==> src/rtl/apb_mailbox_fifo.sv <==
// APB3 mailbox: host pushes 32-bit words over APB, a cluster consumer drains them
// over valid/ready. Status, sticky error flags and a level-threshold interrupt.
module apb_mailbox_fifo #(
  parameter int APB_ADDR_WIDTH = 12,
  parameter int DEPTH          = 16,
  parameter int LOG_DEPTH      = $clog2(DEPTH)
) (
  input  logic                      clk_i,
  input  logic                      rst_ni,
  input  logic [APB_ADDR_WIDTH-1:0] PADDR,
  input  logic [31:0]               PWDATA,
  input  logic                      PWRITE,
  input  logic                      PSEL,
  input  logic                      PENABLE,
  output logic [31:0]               PRDATA,
  output logic                      PREADY,
  output logic                      PSLVERR,
  output logic [31:0]               data_o,
  output logic                      valid_o,
  input  logic                      ready_i,
  output logic                      irq_o
);

  localparam int LVL_W = LOG_DEPTH + 1;
  localparam logic [LVL_W-1:0] FULL_LEVEL = LVL_W'(DEPTH);

  typedef enum logic [1:0] {
    ST_IDLE,
    ST_WAIT,
    ST_RESP
  } apb_state_e;

  typedef enum logic [2:0] {
    REG_DATA   = 3'd0,
    REG_STATUS = 3'd1,
    REG_CTRL   = 3'd2,
    REG_THRESH = 3'd3
  } reg_addr_e;

  apb_state_e           state, state_next;
  logic [31:0]          mem [DEPTH];
  logic [LOG_DEPTH-1:0] wr_ptr, rd_ptr;
  logic [LVL_W-1:0]     level;
  logic                 irq_en;
  logic [7:0]           thresh;
  logic                 overflow, underflow;
  logic                 irq_q;

  logic        empty, full;
  logic        commit, do_push, ovf_set, unf_set, pop;
  logic        ctrl_wr, flush, clr_sticky, thresh_wr;
  logic [2:0]  reg_addr;
  logic [31:0] rd_word, status_word;
  logic        rd_err;
  logic        unused_addr_bits;

  assign unused_addr_bits = ^{PADDR[APB_ADDR_WIDTH-1:5], PADDR[1:0]};

  assign reg_addr = PADDR[4:2];
  assign empty    = (level == '0);
  assign full     = (level == FULL_LEVEL);
  assign valid_o  = !empty;
  assign data_o   = mem[rd_ptr];
  assign irq_o    = irq_q;

  assign status_word = {20'b0, underflow, overflow, full, empty, 8'(level)};

  // Side effects land on the edge that ends the response cycle; a dropped PSEL aborts.
  assign commit     = (state == ST_RESP) && PSEL;
  assign do_push    = commit && PWRITE && (reg_addr == REG_DATA) && !full;
  assign ovf_set    = commit && PWRITE && (reg_addr == REG_DATA) && full;
  assign ctrl_wr    = commit && PWRITE && (reg_addr == REG_CTRL);
  assign thresh_wr  = commit && PWRITE && (reg_addr == REG_THRESH);
  assign flush      = ctrl_wr && PWDATA[1];
  assign clr_sticky = ctrl_wr && PWDATA[2];
  assign pop        = valid_o && ready_i;
  assign unf_set    = ready_i && !valid_o;

  // NOTE: sequential state uses non-blocking assignments so every register samples
  // pre-edge values, independent of process evaluation order.
  always_ff @(posedge clk_i or negedge rst_ni) begin
    if (!rst_ni) state <= ST_IDLE;
    else         state <= state_next;
  end

  // NOTE: every output of a combinational block gets a default first, so no path
  // leaves a variable unassigned and no latch is inferred.
  always_comb begin
    state_next = state;
    unique case (state)
      ST_IDLE: if (PSEL && PENABLE) state_next = ST_WAIT;
      ST_WAIT: state_next = PSEL ? ST_RESP : ST_IDLE;
      ST_RESP: state_next = ST_IDLE;
      default: state_next = ST_IDLE;
    endcase
  end

  always_comb begin
    rd_word = '0;
    rd_err  = 1'b0;
    case (reg_addr)
      REG_DATA:   rd_err  = PWRITE ? full : 1'b1;
      REG_STATUS: rd_word = PWRITE ? '0 : status_word;
      REG_CTRL:   rd_word = PWRITE ? '0 : {31'b0, irq_en};
      REG_THRESH: rd_word = PWRITE ? '0 : {24'b0, thresh};
      default:    rd_err  = 1'b1;
    endcase
  end

  assign PREADY  = (state == ST_RESP);
  assign PRDATA  = PREADY ? rd_word : '0;
  assign PSLVERR = PREADY && rd_err;

  // NOTE: the storage array has no reset; emptiness is tracked by the level
  // counter, so stale words are never observable and the array can map to RAM.
  always_ff @(posedge clk_i) begin
    if (do_push) mem[wr_ptr] <= PWDATA;
  end

  always_ff @(posedge clk_i or negedge rst_ni) begin
    if (!rst_ni) begin
      wr_ptr <= '0;
      rd_ptr <= '0;
      level  <= '0;
    end else if (flush) begin
      wr_ptr <= '0;
      rd_ptr <= '0;
      level  <= '0;
    end else begin
      if (do_push) wr_ptr <= wr_ptr + LOG_DEPTH'(1);
      if (pop)     rd_ptr <= rd_ptr + LOG_DEPTH'(1);
      case ({do_push, pop})
        2'b10:   level <= level + LVL_W'(1);
        2'b01:   level <= level - LVL_W'(1);
        default: level <= level;
      endcase
    end
  end

  always_ff @(posedge clk_i or negedge rst_ni) begin
    if (!rst_ni) begin
      irq_en <= 1'b0;
      thresh <= '0;
    end else begin
      if (ctrl_wr)   irq_en <= PWDATA[0];
      if (thresh_wr) thresh <= PWDATA[7:0];
    end
  end

  // A set event in the same cycle as a clear keeps the flag set.
  always_ff @(posedge clk_i or negedge rst_ni) begin
    if (!rst_ni) begin
      overflow  <= 1'b0;
      underflow <= 1'b0;
    end else begin
      if (ovf_set)         overflow  <= 1'b1;
      else if (clr_sticky) overflow  <= 1'b0;
      if (unf_set)         underflow <= 1'b1;
      else if (clr_sticky) underflow <= 1'b0;
    end
  end

  always_ff @(posedge clk_i or negedge rst_ni) begin
    if (!rst_ni) irq_q <= 1'b0;
    else         irq_q <= irq_en && (thresh != '0) && (8'(level) >= thresh);
  end

endmodule

==> config.mk <==
export PLATFORM = sky130hd
export DESIGN_NAME = apb_mailbox_fifo
export DESIGN_NICKNAME = d
export VERILOG_FILES = /design/src/rtl/apb_mailbox_fifo.sv
export SDC_FILE = /design/constraint.sdc
export NUM_CORES = 1
export LEC_CHECK = 0
export CAP_MARGIN = 20
export CORE_MARGIN = 1.5
export CORE_UTILIZATION = 56
export CTS_BUF_LIST = sky130_fd_sc_hd__clkbuf_2
export CTS_CLUSTER_SIZE = 25
export DETAILED_ROUTE_END_ITERATION = 8
export GPL_TIMING_DRIVEN = 0
export PLACE_DENSITY = 0.82
export REMOVE_ABC_BUFFERS = 1
export SLEW_MARGIN = 20
export SYNTH_ARGS = -nofsm -noshare
export SYNTH_HDL_FRONTEND = slang
export SYNTH_SLANG_ARGS = --single-unit
==> constraint.sdc <==
create_clock -name clk_i -period 4.2 [get_ports clk_i]
set_clock_uncertainty 0.1 [all_clocks]
set_input_delay 0.42 -clock clk_i [delete_from_list [all_inputs] [get_ports clk_i]]
set_output_delay 0.42 -clock clk_i [all_outputs]
set_load 0.05 [all_outputs]
# [Yosys cells after proc, flatten, opt, wreduce, memory -nomap -nowiden]
# Memories as Yosys holds them, arrays and structs flattened.
# Cells that the tools add are included.
# W data, S select, Z words.
[word_totals] n_memories=1 wordCells=72 output_inout_bits=68 in_bits=50 reg_bits=27 mem_bits_rw=512
[mem_list] memory="mem" words=16 width=32 read_ports=1 rd_ports_with_merged_regs=0 write_ports=1 line_no="41" rtl="logic [31:0] mem [DEPTH];"
[op_classes] mux=21 reduce_logical=27 eq_ne=9 addsub=4 magnitude_cmp=1
[ops] op="$pmux W12 S3" n=1
[ops] op="$mux W32" n=1
[ops] op="$mux W4" n=4
[ops] op="$logic_and A1 B1 Y1" n=15
[ops] op="$mux W12" n=1
[ops] op="$pmux W5 S2" n=1
[ops] op="$add A4 B1 Y4 const B" n=2
[ops] op="$ge A5 B8 Y1" n=1
[ops] op="$mux W8" n=1
[ops] op="$reduce_bool A2 Y1" n=4
[ops] op="$reduce_bool A8 Y1" n=1
[ops] op="$mux W1" n=7
[ops] op="$eq A3 B2 Y1 const B" n=2
[ops] op="$add A5 B1 Y5 const B" n=1
[ops] op="$eq A5 B5 Y1 const B" n=1
[ops] op="$logic_not A5 Y1" n=1
[ops] op="$mux W5" n=1
[ops] op="$sub A5 B1 Y5 const B" n=1
[ops] op="$eq A2 B1 Y1 const B" n=2
[ops] op="$eq A2 B2 Y1 const B" n=2
[ops] op="$mux W2" n=2
[ops] op="$pmux W2 S2" n=1
[ops] op="$eq A3 B1 Y1 const B" n=1
[ops] op="$logic_not A3 Y1" n=1
[ops] op="6 further kinds" n=7

# [Longest topological paths before layout]
[depth] word_depth=8 ltp_mapped=11 ltp_nobuf=9

# [Least setup slack after synthesis]
# No wires, ideal clock.
[synth_timing] path_type="input -> register" start="in PADDR[4]" end="mem mem[4][0] (enable)" path_buffers=1 required_ps=3639 setup_slack_ps=-52 stages=5 t_arrival_ps=3691 setup_time_ps=461 cell_sequence="or3b_1 -> a211oi_4 -> buf_4 -> nand2_1 -> nor3_1"
[synth_via] elab_chain_len=5
[synth_rtl] item="start: declaration" line_no="10" rtl="input logic [APB_ADDR_WIDTH-1:0] PADDR,"
[synth_rtl] item="$logic_not A3 Y1" line_no="70" rtl="assign do_push = commit && PWRITE && (reg_addr == REG_DATA) && !full;"
[synth_rtl] item="$logic_and A1 B1 Y1 (2 in series)" line_no="70"
[synth_rtl] item="$mux W1" line_no="117" rtl="if (do_push) mem[wr_ptr] <= PWDATA;"
[synth_rtl] item="$mux W1 (not written as such)" line_no="117"
[synth_rtl] item="end: declaration" line_no="41"
# No other way between the ends.

# [Worst setup path in the final report]
[layout_timing] start="reg rd_ptr[1]" end="out data_o[21]"
[layout_via] elab_chain_len=1
[layout_rtl] item="start: declaration" line_no="42" rtl="logic [LOG_DEPTH-1:0] wr_ptr, rd_ptr;"
[layout_rtl] item="start signal: assignment" line_no="131" rtl="if (pop) rd_ptr <= rd_ptr + LOG_DEPTH'(1);"
[layout_rtl] item="$mem_v2 Z16 W32"
[layout_rtl] item="end: declaration" line_no="18" rtl="output logic [31:0] data_o,"
# No other way between the ends.

==> impl_results.md <==
* CP Capture Type: primary output
* CORE AREA at about 0.037 mm2
* Final critical-path share of the clock period at between 90% and 100%
* Final wirelength at 44900 um
* Pwr Total at about 14 mW
* Nets at about 1200
* Largest net degree at the start of global routing at 47
* Gr ovfl total at 0
* Die Footprint at just under 0.04 mm2
* Via count at 10520
* Htree depth at 4
* Reg power frac at a little over two fifths
* CP required at ~3.7 ns
* Power per standard cell area at ~590 mW/mm2
* Via density per instance at just over 6
* Total track usage at roughly 24%
* Slew Limit Fails at 0
* FP Rows at 70
* Initial Util at between 50% and 60%
* Final hold violations at 0
* Internal power at roughly 9.4 mW
* IO buf count at 88
* CP max stage delay at between 0.7 and 0.8 ns
* FMAX at 247 MHz
* Hold crit path type: input port to register
* Critical path class: register to primary output
* Syn Std Cell Area at 0.0211 mm2
* Switching Share at about a third
* RSZ-0062 raised after global routing: yes
* Reg2reg setup slack at 0.74 ns
* CTS tree: built
* Ys async rst share at 5.01%
* Yosys cell types at 55
* Final ANT Viol Nets at 0
* Layout Cells excl Fill at between 1500 and 2000
* Worst Setup Start Kind: register
* Slew margin rel. at roughly 44%
* Hold depth at 3
* Cells after DPL at 1511
* Clk pwr share at between 20% and 30%
* Crit path arrival time at approximately 3.5 ns
* Leakage at between 8 and 9 nW
* CP max-delay cell: clkdlybuf4s50_1
* Reg2reg path depth at 5
* Iter 0 DRT Violations at approximately 1000
* Top FF cell, synth: edfxtp_1
* Switching pwr at 4.91 mW
* Post-synthesis sequential area ratio at between 70% and 80%
* CP Max Fanout at 41
* Initial antenna violation count at 1
* Yosys warns at 0
* Syn-to-layout area delta at 14.6%
* Clk buf depth at 3
* Crit path cell chain: buf_16, mux4_2, mux4_2, clkdlybuf4s50_1
* Die W at 197 um
* Fin crit period at around 4 ns
* Routed WL per cell at 25.8 um
* Root buf cell: clkbuf_2
* Synth Instances at 930
* DP HPWL at around 25000 um
* Synth Register Bits at 539
* Sink Count at 539
* Max VDD drop at around 0.00045 V
* Clock Latency Late Sink at 0.99 ns
* DRC viols at 0
* Max-Cap Viols at 0
* Proportion of layout cells with a drive suffix above 1 at between 30% and 40%
* Vias in the first global route at 11185
* DRT Pass-1 Iters at 7
* Syn avg cell area at about 23 um2
* Worst-path clk slew at approximately 0.090 ns
* Final setup fails at 0
* First-pass GRT wire length at between 60000 and 70000 um
* Most used cell, CP: mux4_2
* Gpl congestion at roughly 0.8
* Inserted Clock Buffers at 130
* Status: completed
* Die H at about 200 um
* Combinational power share at about a third
* Worst-Margin Slew at approximately 0.84 ns
* Ports at ~120
* EDFF count, synth at approximately 500
[worst max-delay path, delay by kind of cell, from the launching register on]
| kind | cells | cell delay, ns |
|---|---|---|
| buf+inv | 2 | 0.99 |
| mux | 2 | 0.85 |
| flops | 1 | 0.64 |
[final cells by class]
type,instances,area [um2]
sequential,539,16100
fill,2356,12600
multi-input combinational,330,4840
timing repair buffer,135,1550
clock buffer,170,851
tap,504,631
clock inverter,50,248
inverter,14,52.6
antenna,1,2.50
[worst paths after layout]
path	start	endpoint
worst max-delay path	rd_ptr[1]	data_o[21]
worst min-delay path	ready_i	underflow
worst max register to register	state[1]	mem[10][26]
worst min register to register	underflow	underflow
max in group asynchronous	rst_ni	overflow
min in group asynchronous	rst_ni	level[4]
[synth_stat cells, drive strengths merged, types with 2 or more instances]
master   number  area [um2]
mux2i         7        70.1
edfxtp      512       15400
a21o          2        15.0
or2           2        12.5
clkbuf       24        90.1
a31oi         2        12.5
nor4          3        33.8
o21ai         5        25.0
and3          9        56.3
nor3          9        50.1
ha           12         150
nand3         7        35.0
xor2          4        35.0
o21a          2        15.0
a21oi         6        33.8
xnor2         3        26.3
and2         10        62.6
nand2         9        33.8
inv          14        52.6
nor2b         3        18.8
buf          42         264
mux2          9         101
mux4        160        3600
or4           2        15.0
dfrtp        27         676
nor2         22        82.6
nand4bb       2        22.5
a211oi        2        27.5
[placed cells by master, fill, tap and decap left out, types with 5 or more instances in the layout]
| master | instances |
|---|---|
| edfxtp_1 | 512 |
| clkbuf_2 | 173 |
| mux4_2 | 160 |
| clkdlybuf4s50_1 | 58 |
| clkinv_1 | 35 |
| dlygate4sd2_1 | 25 |
| dfrtp_1 | 23 |
| conb_1 | 20 |
| nor2_1 | 18 |
| buf_4 | 17 |
| inv_1 | 14 |
| buf_16 | 13 |
| ha_1 | 12 |
| and3_1 | 9 |
| nand2_1 | 9 |
| mux2_2 | 9 |
| nand3_1 | 7 |
| mux2i_1 | 7 |
| and2_4 | 7 |
| inv_2 | 7 |
| clkinv_2 | 6 |
| buf_6 | 6 |
| o21ai_0 | 5 |
| a21oi_1 | 5 |
| nor3_2 | 5 |
| dlygate4sd3_1 | 5 |
| buf_12 | 5 |
[kinds of logic (layout without fill, tap and decap cells)]
kind of cell	Yosys count	after routing	share of synthesized area, %
flops	539	539	75.9
mux	176	176	17.9
simple gates	90	90	2.46
buf+inv	80	369	1.92
compound gates	25	25	0.858
fa+ha+maj	12	12	0.710
xor+xnor	7	7	0.290
other cells	1	21	0.0177
[stage by stage]
| stage | cell area [um2] | hold slack [ns] | util (%) | worst slack [ns] | setup TNS, ns |
|---|---|---|---|---|---|
| final | 24200 | 0.185 | 65.7 | 0.158 | 0 |
| after global placement | 22400 | 0.381 | 60.7 | -5.36 | -1050.01 |
| after global routing | 24200 | 0.0760 | 65.7 | -0.00254 | -0.00254 |
| after detailed placement | 23000 | 0.372 | 62.5 | 0.0846 | 0 |
| after CTS | 24200 | 0.0520 | 65.7 | 0.0231 | 0 |
| after floorplan | 20900 | 0.0244 | - | -2.61 | -104.44 |
[registers in the layout (all words and copies together), names as in the netlist]
| register | cells |
|---|---|
| mem | 512 |
| thresh | 8 |
| level | 5 |
| rd_ptr | 4 |
| wr_ptr | 4 |
| state | 2 |
| irq_en | 1 |
| irq_o | 1 |
| overflow | 1 |
| underflow | 1 |
[power groups by stage]
| stage | logic, mW | clock network (mW) | registers, mW |
|---|---|---|---|
| 2_1_floorplan | 3.38 | 0 | 6.62 |
| 3_3_place_gp | 3.93 | 0 | 6.82 |
| 3_5_place_dp | 4.89 | 0 | 6.43 |
| 4_1_cts | 4.98 | 3.28 | 6.17 |
| 5_1_grt | 5.16 | 3.54 | 6.19 |
| 6_report | 4.91 | 3.21 | 6.17 |
[routing by layer]
layer / vias to the layer above / GRT usage (%) / part of all wire (%)
met3: 92 / 5.58 / 8.4
met4: 0 / 8.74 / 2.4
met5: - / 0 / 0
met2: 585 / 39.2 / 51
met1: 5437 / 32.6 / 39
li1: 4406 / - / -
[repair_timing]
item,4_1_cts,5_1_grt
endpoints found under the setup margin,32,5
endpoints found under the hold margin,29,0
buffers inserted,5,0
gates resized for setup,28,7
hold buffers,6,0
Power figures use the tool's default switching activity.
